`config.mk`:
```
export PLATFORM = sky130hd
export DESIGN_NAME = calc_unit_arbiter_flat
export DESIGN_NICKNAME = d
export VERILOG_FILES = /design/src/rtl/calc_unit_arbiter_pkg.sv /design/src/rtl/calc_unit_arbiter_if.sv /design/src/rtl/calc_unit_arbiter_rr_arbiter.sv /design/src/rtl/calc_unit_arbiter.sv /design/src/flat_wrapper.sv
export SDC_FILE = /design/constraint.sdc
export NUM_CORES = 1
export LEC_CHECK = 0
export CAP_MARGIN = 20
export CORE_MARGIN = 5
export CORE_UTILIZATION = 44
export CTS_BUF_LIST = sky130_fd_sc_hd__clkbuf_4 sky130_fd_sc_hd__clkbuf_8
export DETAILED_ROUTE_END_ITERATION = 7
export PLACE_DENSITY = 0.89
export SKIP_LAST_GASP = 1
export SLEW_MARGIN = 20
export SYNTH_ARGS = -nofsm -noshare
export SYNTH_HDL_FRONTEND = slang
export SYNTH_SLANG_ARGS = --single-unit
```
`constraint.sdc`:
```
create_clock -name clk -period 5 [get_ports clk]
set_clock_uncertainty 0.05 [all_clocks]
set_input_delay 1 -clock clk [delete_from_list [all_inputs] [get_ports clk]]
set_output_delay 1 -clock clk [all_outputs]
set_load 0.05 [all_outputs]
```
`src/rtl/calc_unit_arbiter_pkg.sv`:
```
// Shared definitions for the calculator-unit arbiter: operator codes,
// FSM state encoding and an operator legality helper.
package calc_pkg;

  localparam logic [2:0] OP_ADD = 3'b001;
  localparam logic [2:0] OP_SUB = 3'b010;
  localparam logic [2:0] OP_MUL = 3'b100;

  typedef enum logic [1:0] {
    IDLE  = 2'd0,
    ISSUE = 2'd1,
    WAIT  = 2'd2,
    RESP  = 2'd3
  } arb_state_t;

  // Only the three one-hot operator codes map to a unit.
  function automatic logic op_is_legal(input logic [2:0] op);
    logic legal;
    case (op)
      OP_ADD, OP_SUB, OP_MUL: legal = 1'b1;
      default:                legal = 1'b0;
    endcase
    return legal;
  endfunction

endpackage

```
`src/rtl/calc_unit_arbiter_if.sv`:
```
// Request/response channel between the requesters and the arbiter.
// Per-requester fields are packed side by side, requester i in slice i.
interface calc_unit_arbiter_if #(
  parameter int NUM_REQ = 2,
  parameter int WIDTH   = 16
);
  logic [NUM_REQ-1:0]       req_valid;
  logic [NUM_REQ-1:0]       req_ready;
  logic [3*NUM_REQ-1:0]     req_op;
  logic [WIDTH*NUM_REQ-1:0] req_a;
  logic [WIDTH*NUM_REQ-1:0] req_b;
  logic [NUM_REQ-1:0]       rsp_valid;
  logic [NUM_REQ-1:0]       rsp_ready;
  logic [WIDTH-1:0]         rsp_data;
  logic                     rsp_error;

  // Requester side.
  modport master (
    output req_valid, req_op, req_a, req_b, rsp_ready,
    input  req_ready, rsp_valid, rsp_data, rsp_error
  );

  // Arbiter side.
  modport slave (
    input  req_valid, req_op, req_a, req_b, rsp_ready,
    output req_ready, rsp_valid, rsp_data, rsp_error
  );
endinterface

```
`src/rtl/calc_unit_arbiter_rr_arbiter.sv`:
```
// Combinational round-robin picker: searches req starting just after
// last_grant and returns the first hit as one-hot grant plus its index.
module rr_arbiter #(
  parameter int NUM_REQ = 2
) (
  input  logic [NUM_REQ-1:0]         req,
  input  logic [$clog2(NUM_REQ)-1:0] last_grant,
  output logic [NUM_REQ-1:0]         grant,
  output logic [$clog2(NUM_REQ)-1:0] grant_idx
);
  localparam int IDX_W = $clog2(NUM_REQ);

  logic [IDX_W-1:0] cand_s;
  logic             found_s;

  // Rotating priority search; the first valid requester after last_grant wins.
  always_comb begin
    grant     = '0;
    grant_idx = '0;
    cand_s    = '0;
    found_s   = 1'b0;
    for (int off = 1; off <= NUM_REQ; off++) begin
      cand_s = IDX_W'((int'(last_grant) + off) % NUM_REQ);
      if (!found_s && req[cand_s]) begin
        grant[cand_s] = 1'b1;
        grant_idx     = cand_s;
        found_s       = 1'b1;
      end else begin
        found_s = found_s;
      end
    end
  end

endmodule

```
`src/rtl/calc_unit_arbiter.sv`:
```
// Shares one adder/subtractor and one multiplier between NUM_REQ
// requesters. One operation in flight at a time; round-robin service;
// a unit that never finishes is abandoned after TIMEOUT_CYCLES.
module calc_unit_arbiter
  import calc_pkg::*;
#(
  parameter int NUM_REQ        = 2,
  parameter int WIDTH          = 16,
  parameter int TIMEOUT_CYCLES = 64
) (
  input  logic               clk,
  input  logic               RST,
  calc_unit_arbiter_if.slave bus,
  output logic [WIDTH-1:0]   add_in1,
  output logic [WIDTH-1:0]   add_in2,
  output logic               add_sub,
  output logic               add_start,
  input  logic               add_finish,
  input  logic [WIDTH-1:0]   add_out,
  output logic [WIDTH-1:0]   mul_in1,
  output logic [WIDTH-1:0]   mul_in2,
  output logic               mul_start,
  input  logic               mul_finish,
  input  logic [WIDTH-1:0]   mul_out,
  output logic               busy
);
  localparam int IDX_W = $clog2(NUM_REQ);
  localparam int TMR_W = $clog2(TIMEOUT_CYCLES) + 1;

  arb_state_t         state_q, state_d;
  logic [2:0]         op_q, op_d;
  logic [WIDTH-1:0]   a_q, a_d, b_q, b_d;
  logic [IDX_W-1:0]   id_q, id_d;
  logic [IDX_W-1:0]   last_grant_q, last_grant_d;
  logic [TMR_W-1:0]   timer_q, timer_d;
  logic [WIDTH-1:0]   data_q, data_d;
  logic               err_q, err_d;
  logic [NUM_REQ-1:0] rsp_valid_q, rsp_valid_d;
  logic               add_start_q, add_start_d;
  logic               mul_start_q, mul_start_d;
  logic               add_sub_q, add_sub_d;
  logic               busy_q, busy_d;

  logic [NUM_REQ-1:0] grant_s;
  logic [IDX_W-1:0]   grant_idx_s;
  logic               accept_s;
  logic [2:0]         sel_op_s;
  logic [WIDTH-1:0]   sel_a_s, sel_b_s;
  logic               fin_s;
  logic [WIDTH-1:0]   unit_res_s;
  logic [TMR_W-1:0]   timer_inc_s;

  rr_arbiter #(.NUM_REQ(NUM_REQ)) u_rr (
    .req        (bus.req_valid),
    .last_grant (last_grant_q),
    .grant      (grant_s),
    .grant_idx  (grant_idx_s)
  );

  // Grants are only offered while idle; the handshake happens on valid&ready.
  assign bus.req_ready = (state_q == IDLE) ? grant_s : '0;
  assign accept_s      = (state_q == IDLE) && (|grant_s);

  // Mux the granted requester's operator and operands out of the packed buses.
  always_comb begin
    sel_op_s = 3'b000;
    sel_a_s  = '0;
    sel_b_s  = '0;
    for (int i = 0; i < NUM_REQ; i++) begin
      if (grant_idx_s == IDX_W'(i)) begin
        sel_op_s = bus.req_op[i*3 +: 3];
        sel_a_s  = bus.req_a[i*WIDTH +: WIDTH];
        sel_b_s  = bus.req_b[i*WIDTH +: WIDTH];
      end else begin
        sel_op_s = sel_op_s;
      end
    end
  end

  // Only the dispatched unit's finish and result are of interest.
  always_comb begin
    if (op_q == OP_MUL) begin
      fin_s      = mul_finish;
      unit_res_s = mul_out;
    end else begin
      fin_s      = add_finish;
      unit_res_s = add_out;
    end
  end

  assign timer_inc_s = timer_q + TMR_W'(1);

  // Transaction FSM: accept, issue a start pulse, wait for finish or timeout, respond.
  always_comb begin
    state_d      = state_q;
    op_d         = op_q;
    a_d          = a_q;
    b_d          = b_q;
    id_d         = id_q;
    last_grant_d = last_grant_q;
    timer_d      = timer_q;
    data_d       = data_q;
    err_d        = err_q;
    rsp_valid_d  = rsp_valid_q;
    add_start_d  = 1'b0;
    mul_start_d  = 1'b0;
    add_sub_d    = add_sub_q;
    case (state_q)
      IDLE: begin
        if (accept_s) begin
          op_d = sel_op_s;
          a_d  = sel_a_s;
          b_d  = sel_b_s;
          id_d = grant_idx_s;
          if (op_is_legal(sel_op_s)) begin
            state_d     = ISSUE;
            add_start_d = (sel_op_s != OP_MUL);
            mul_start_d = (sel_op_s == OP_MUL);
            add_sub_d   = sel_op_s[1];
          end else begin
            // Illegal operator goes straight to an error response.
            state_d     = RESP;
            data_d      = '0;
            err_d       = 1'b1;
            rsp_valid_d = grant_s;
          end
        end else begin
          state_d = IDLE;
        end
      end
      ISSUE: begin
        state_d = WAIT;
        timer_d = '0;
      end
      WAIT: begin
        timer_d = timer_inc_s;
        if (fin_s) begin
          // A finish coinciding with the timeout still counts as success.
          state_d           = RESP;
          data_d            = unit_res_s;
          err_d             = 1'b0;
          rsp_valid_d       = '0;
          rsp_valid_d[id_q] = 1'b1;
        end else if (timer_inc_s == TMR_W'(TIMEOUT_CYCLES - 1)) begin
          state_d           = RESP;
          data_d            = '0;
          err_d             = 1'b1;
          rsp_valid_d       = '0;
          rsp_valid_d[id_q] = 1'b1;
        end else begin
          state_d = WAIT;
        end
      end
      RESP: begin
        if (bus.rsp_ready[id_q]) begin
          state_d      = IDLE;
          rsp_valid_d  = '0;
          last_grant_d = id_q;
        end else begin
          state_d = RESP;
        end
      end
      default: begin
        state_d     = IDLE;
        rsp_valid_d = '0;
      end
    endcase
    busy_d = (state_d != IDLE);
  end

  // State and output registers with synchronous reset.
  always_ff @(posedge clk) begin
    if (RST) begin
      state_q      <= IDLE;
      op_q         <= 3'b000;
      a_q          <= '0;
      b_q          <= '0;
      id_q         <= '0;
      last_grant_q <= IDX_W'(NUM_REQ - 1);
      timer_q      <= '0;
      data_q       <= '0;
      err_q        <= 1'b0;
      rsp_valid_q  <= '0;
      add_start_q  <= 1'b0;
      mul_start_q  <= 1'b0;
      add_sub_q    <= 1'b0;
      busy_q       <= 1'b0;
    end else begin
      state_q      <= state_d;
      op_q         <= op_d;
      a_q          <= a_d;
      b_q          <= b_d;
      id_q         <= id_d;
      last_grant_q <= last_grant_d;
      timer_q      <= timer_d;
      data_q       <= data_d;
      err_q        <= err_d;
      rsp_valid_q  <= rsp_valid_d;
      add_start_q  <= add_start_d;
      mul_start_q  <= mul_start_d;
      add_sub_q    <= add_sub_d;
      busy_q       <= busy_d;
    end
  end

  // Operands come from the latched request and hold until the next accept.
  assign add_in1       = a_q;
  assign add_in2       = b_q;
  assign mul_in1       = a_q;
  assign mul_in2       = b_q;
  assign add_sub       = add_sub_q;
  assign add_start     = add_start_q;
  assign mul_start     = mul_start_q;
  assign busy          = busy_q;
  assign bus.rsp_valid = rsp_valid_q;
  assign bus.rsp_data  = data_q;
  assign bus.rsp_error = err_q;

endmodule
```
`src/flat_wrapper.sv`:
```
// flat-port wrapper written by rule: the top's interface ports become plain ports
module calc_unit_arbiter_flat import calc_pkg::*;
#(
  parameter int NUM_REQ        = 2,
  parameter int WIDTH          = 16,
  parameter int TIMEOUT_CYCLES = 64
)
  (clk, RST, add_in1, add_in2, add_sub, add_start, add_finish, add_out, mul_in1, mul_in2, mul_start, mul_finish, mul_out, busy, bus_req_valid, bus_req_op, bus_req_a, bus_req_b, bus_rsp_ready, bus_req_ready, bus_rsp_valid, bus_rsp_data, bus_rsp_error);
  calc_unit_arbiter_if #(.NUM_REQ(NUM_REQ), .WIDTH(WIDTH)) bus_i ();
  input  logic clk;
  input  logic RST;
  output logic [WIDTH-1:0] add_in1;
  output logic [WIDTH-1:0] add_in2;
  output logic add_sub;
  output logic add_start;
  input  logic add_finish;
  input  logic [WIDTH-1:0] add_out;
  output logic [WIDTH-1:0] mul_in1;
  output logic [WIDTH-1:0] mul_in2;
  output logic mul_start;
  input  logic mul_finish;
  input  logic [WIDTH-1:0] mul_out;
  output logic busy;
  input wire logic [$bits(bus_i.req_valid)-1:0] bus_req_valid;
  input wire logic [$bits(bus_i.req_op)-1:0] bus_req_op;
  input wire logic [$bits(bus_i.req_a)-1:0] bus_req_a;
  input wire logic [$bits(bus_i.req_b)-1:0] bus_req_b;
  input wire logic [$bits(bus_i.rsp_ready)-1:0] bus_rsp_ready;
  output wire logic [$bits(bus_i.req_ready)-1:0] bus_req_ready;
  output wire logic [$bits(bus_i.rsp_valid)-1:0] bus_rsp_valid;
  output wire logic [$bits(bus_i.rsp_data)-1:0] bus_rsp_data;
  output wire logic [$bits(bus_i.rsp_error)-1:0] bus_rsp_error;
  assign bus_i.req_valid = bus_req_valid;
  assign bus_i.req_op = bus_req_op;
  assign bus_i.req_a = bus_req_a;
  assign bus_i.req_b = bus_req_b;
  assign bus_i.rsp_ready = bus_rsp_ready;
  assign bus_req_ready = bus_i.req_ready;
  assign bus_rsp_valid = bus_i.rsp_valid;
  assign bus_rsp_data = bus_i.rsp_data;
  assign bus_rsp_error = bus_i.rsp_error;
  calc_unit_arbiter #(.NUM_REQ(NUM_REQ), .WIDTH(WIDTH), .TIMEOUT_CYCLES(TIMEOUT_CYCLES)) u_core (.clk(clk), .RST(RST), .bus(bus_i), .add_in1(add_in1), .add_in2(add_in2), .add_sub(add_sub), .add_start(add_start), .add_finish(add_finish), .add_out(add_out), .mul_in1(mul_in1), .mul_in2(mul_in2), .mul_start(mul_start), .mul_finish(mul_finish), .mul_out(mul_out), .busy(busy));
endmodule
```
# Yosys cells after proc, flatten, opt, wreduce, memory -nomap -nowiden
# Index checks and enable logic that the tools add are counted.
# classes
addsub	3
mul	0
div_mod_pow	0
n_lt_le_gt_ge	6
n_eq_ne	13
shift	0
muxes	49
n_bitwise	4
n_reduce_logical	19
# op_table
cell	count
$mux 16	7
$pmux 16 s2	1
$mux 2	12
$mux 1	21
$pmux 7 s2	1
$pmux 2 s4	1
$add 7x1->7 const B	1
$eq 7x6->1 const B	1
$eq 3x3->1 const B	2
$lt 1x2->1 const B	3
$pmux 2 s3	1
$reduce_bool 2->1	3
$logic_and 1x1->1	5
$reduce_and 5->1	1
$eq 2x2->1 const B	2
$ne 2x1->1 const B	2
$reduce_and 2->1	2
$reduce_and 4->1	1
$reduce_or 4->1	1
$demux 1 s1	3
$eq 3x1->1 const B	1
$eq 3x2->1 const B	1
$ge 1x1->1 const B	3
$mux 3	1
other kinds (14)	17
# totals
ff_bits	69
latch_bits	0
ramBits	0
rom_bits	0
input_bits	110
out_inout_bits	89
mem_count	0

# Longest topological paths before layout
# depth
ltp_word	17
depth_mapped	8
mapped_depth_nobuf	6

# Cells and area by module
# A second synthesis with hierarchy kept.
# hier_totals
cells_unflattened	378
area_unflattened_um2	3575.9
# by_module_without_submodules
module	instances	cells_each	area_per_inst_um2	seq_area_each_um2
calc_unit_arbiter	1	374	3549.7	1381.3
rr_arbiter	1	4	26.3	0.0

# Least setup slack after synthesis
# Ideal clock, no wire load.
# synth_path
path_type	input to output
from	input bus_req_valid[1]
to	output bus_req_ready[1]
t_arrival_ps	1725
setup_slack_ps	2225
cell_stages	2
path_buffers	0
cell_sequence	a21boi_2 -> and2_1
# synth_via
elab_chain_cells	7
elab_cells_between_ends	11
cone_classes	8 x mux; 1 x bitwise; 2 x reduce/logical
# synth_rtl
element	line_no	source
from (decl)	flat_wrapper.sv:24	input wire logic [$bits(bus_i.req_valid)-1:0] bus_req_valid;
$mux 1 (implied by the code) (2 in series)	calc_unit_arbiter_rr_arbiter.sv:24	if (!found_s && req[cand_s]) begin
$mux 1	calc_unit_arbiter_rr_arbiter.sv:24	
$logic_not 1->1	calc_unit_arbiter_rr_arbiter.sv:24	
$logic_and 1x1->1	calc_unit_arbiter_rr_arbiter.sv:24	
$mux 2 *	calc_unit_arbiter_rr_arbiter.sv:24	
$mux 2 *	calc_unit_arbiter.sv:61	assign bus.req_ready = (state_q == IDLE) ? grant_s : '0;
to (decl)	flat_wrapper.sv:29	output wire logic [$bits(bus_i.req_ready)-1:0] bus_req_ready;
# Mark *: on every way between the ends. The rest lies on a longest branch, timed or not. The select of a mux whose other input is x is not followed.

# Worst setup path in the final report
# layout_path
from	input bus_req_valid[0]
to	output bus_req_ready[0]
# Same word-level chain as after synthesis.

==> results.py <==
metrics = {
    "status": {
        "status": "complete, no violations",
    },
    "layout": {
        "diodes": 0,
        "nets": 712,
        "synthToLayoutAreaGrowth_pct": 53.60,
        "drive_gt1_frac": 0.08319,
        "fin_area_sq_um": 5741,
        "fill_cells": 648,
    },
    "synthesis": {
        "syn_nets": 560,
        "synthCells": 444,
        "async_reset_ff_frac": 0,
        "synth-main-ff-cell": "dfxtp_1",
        "synth_xor_area_frac": 0.01172,
        "synth_cell_types": 47,
        "ys_warn_count": 0,
        "synth_compound_area_frac": 0.1527,
        "synth-seq-area-share": 0.3696,
        "yosys.area_share.simple": 0.2169,
        "synthAdderAreaFrac": 0.02009,
        "syn-cell-area_sq_um": 3737,
        "ys_ff_latch": 69,
        "synth_top_family_by_area": "simple AND/OR/NAND/NOR gates",
        "muxShareOfSynthArea": 0.1209,
        "synth_edf_count": 0,
        "postSynthAreaPerCell_sq_um": 8.417,
    },
    "global_routing": {
        "grt_usage": 0.2151,
        "antenna_found_initial": 0,
        "grt_pass1_vias": 3610,
        "overflow": 0,
        "grt_pass1_wl_um": 17880,
        "grt_max_degree": 69,
    },
    "sta": {
        "grt_setup_unrepaired": "no",
        "final_hold_viol_count": 0,
        "fin_tns_setup_ns": 0,
        "final-max-slew-violation-count": 0,
        "setup_viol": 0,
        "finalCritPeriodShare": 0.7507,
        "max_freq_ghz": 0.2664,
        "period_minus_slack_ns": 3.753,
        "tightestPinTransition_ns": 0.7446,
        "slew_headroom": 0.5036,
    },
    "setup_path": {
        "path_max_fanout": 6,
        "worstPathRequired_ns": 3.95,
        "worstSetupPathType": "in -> out",
        "worstRegToRegCells": 6,
        "crit_path_end_kind": "output pin",
        "endpoint": "bus_req_ready[0]",
        "startpoint_type": "primary input",
        "crit_start": "bus_req_valid[0]",
        "r2r_start": "u_core.op_q[0]",
        "cp.arrival_ns": 2.70,
        "r2r-end": "u_core.bus.rsp_data[3]",
        "regToRegSetupSlack_ns": 2.43,
    },
    "drt": {
        "route.detailed.drc": 0,
        "routedWlPerCell_um": 16.76,
        "drt_wl_total_um": 11830,
        "drtIter0Drc": 156,
        "ant_nets": 0,
        "vias": 3670,
        "drt_first_pass_iters": 5,
        "viasPerCell": 5.198,
    },
    "pwr": {
        "ir_worst_vdd_mv": 0.3201,
        "power.leakage_uw": 0.002209,
        "power.density_nw_per_um2": 454.2,
    },
    "floorplan": {
        "core-area_sq_um": 8258,
        "die-area_sq_um": 10440,
        "fp.dieH_um": 102.2,
        "start_util": 0.4526,
        "row_count": 33,
        "fp.dieW_um": 102.2,
        "ios": 199,
    },
    "clock_tree": {
        "ctsResizeCount": 0,
        "cts_tree": "built",
        "clock_path_buffers": 2,
        "clkTransAtPathRegs_ns": 0.07,
        "hold_buffers": 0,
        "clock-sinks": 69,
        "cts_setup_buffers": 0,
        "root_buffer": "clkbuf_8",
        "htree_levels": 3,
        "insertion_delay_ns": 0.34,
        "cts_made_buffers": 9,
    },
    "min_path": {
        "min-delay-path-class": "reg -> reg",
        "min_from": "u_core.bus.rsp_error",
    },
    "job": {
        "max_cap_viol_count": 0,
    },
    "place": {
        "dpl.hpwl_um": 8974,
        "gp_congestion": 0.8561,
        "io_buffers": 198,
        "dpl_cell_area_sq_um": 5509,
    },
}
## sequential cells by signal, indices dropped and copies added, names as in the netlist
signal,flops
u_core.add_in1,16
u_core.add_in2,16
u_core.add_start,1
u_core.add_sub,1
u_core.bus.rsp_data,16
u_core.bus.rsp_error,1
u_core.bus.rsp_valid,2
u_core.busy,1
u_core.id_q,1
u_core.last_grant_q,1
u_core.mul_start,1
u_core.op_q,3
u_core.state_q,2
u_core.timer_q,7
## synthesized netlist by cell type (all sizes together) (3+ instances only)
cell | number | share of area
nand2 | 75 | 0.075
dfxtp | 69 | 0.37
nor2 | 55 | 0.055
buf | 39 | 0.077
a311oi | 32 | 0.075
clkbuf | 22 | 0.022
mux2i | 20 | 0.054
mux2 | 19 | 0.067
nor2b | 18 | 0.030
nor3 | 18 | 0.024
a21oi | 15 | 0.020
inv | 9 | 0.0090
o21ai | 8 | 0.011
ha | 6 | 0.020
a211oi | 3 | 0.0060
nand3 | 3 | 0.0040
nor4b | 3 | 0.011
o211ai | 3 | 0.0060
xnor2 | 3 | 0.0070
## through the flow
| stage | utilization | setup slack, ns | power [uW] | cells | hold slack (ns) |
|---|---|---|---|---|---|
| final | 0.6952 | 1.247 | 2607 | 706 | 0.4132 |
| after global routing | 0.6952 | 1.150 | 2722 | 706 | 0.4400 |
| after CTS | 0.6948 | 1.235 | 2620 | 706 | 0.4147 |
| after detailed placement | 0.6671 | 1.240 | 2101 | 690 | 0.4039 |
| after global placement | 0.6671 | 1.296 | 2073 | 690 | 0.4062 |
| after floorplan | - | 2.225 | 1723 | 444 | 0.4104 |
## worst min path at each step
| stage | end | slack (ns) | cells past startpoint |
|---|---|---|---|
| final | u_core.bus.rsp_error | 0.41 | 2 |
| after CTS | u_core.bus.rsp_error | 0.41 | 2 |
| after global routing | u_core.bus.rsp_error | 0.44 | 2 |
| after detailed placement | u_core.bus.rsp_error | 0.40 | 2 |
| after global placement | u_core.bus.rsp_error | 0.41 | 2 |
| after floorplan | u_core.timer_q[6] | 0.41 | 2 |
## worst max-delay path, cell delays in order
cell,delay (ns)
clkdlybuf4s50_1,0.57
o21a_1,0.18
nand2_1,0.08
inv_1,0.07
clkdlybuf4s50_1,0.80
## kinds of logic after synthesis
family                   Yosys count
flip-flops                        69
adder cells (fa/ha/maj)            6
XOR/XNOR                           5
AO/OA/AOI/OAI                     74
buffers and inverters             70
AND/OR/NAND/NOR                  181
multiplexers                      39
## cell usage in the layout (no fill, tap or decap), drive strengths merged, types with 8 or more instances in the layout
master	netlist	final
dfxtp	69	69
nor3	18	18
nor2b	18	18
a21oi	15	15
mux2i	20	20
clkdlybuf4s50	0	196
clkbuf	22	12
o21ai	8	8
inv	9	9
nand2	75	75
mux2	19	19
nor2	55	55
a311oi	32	32
## area by class of cell
| type | instances | area, sq um | share of cell area |
|---|---|---|---|
| repair buffers | 202 | 2007 | 0.3496 |
| multi-input cells | 305 | 1958 | 0.3411 |
| clock buffers | 12 | 158.9 | 0.02768 |
| flip-flops and latches | 69 | 1381 | 0.2406 |
| clock inverters | 4 | 70.07 | 0.01221 |
| inverters | 9 | 33.78 | 0.005885 |
| well taps | 105 | 131.4 | 0.02289 |
## power by group
| group | total [uW] | internal (uW) | switching (uW) |
|---|---|---|---|
| Clock | 519 | 312 | 207 |
| Combinational | 1370 | 483 | 883 |
| Sequential | 722 | 646 | 76.0 |
## routing by layer
| metal | vias up | wire (um) | GRT usage |
|---|---|---|---|
| met5 | - | 0 | 0 |
| met4 | 0 | 140 | 0.05550 |
| met3 | 12 | 856 | 0.06143 |
| met2 | 122 | 6404 | 0.3918 |
| met1 | 1727 | 4433 | 0.2464 |
| li1 | 1809 | - | - |
No activity file was read; power rests on OpenSTA's default activity.
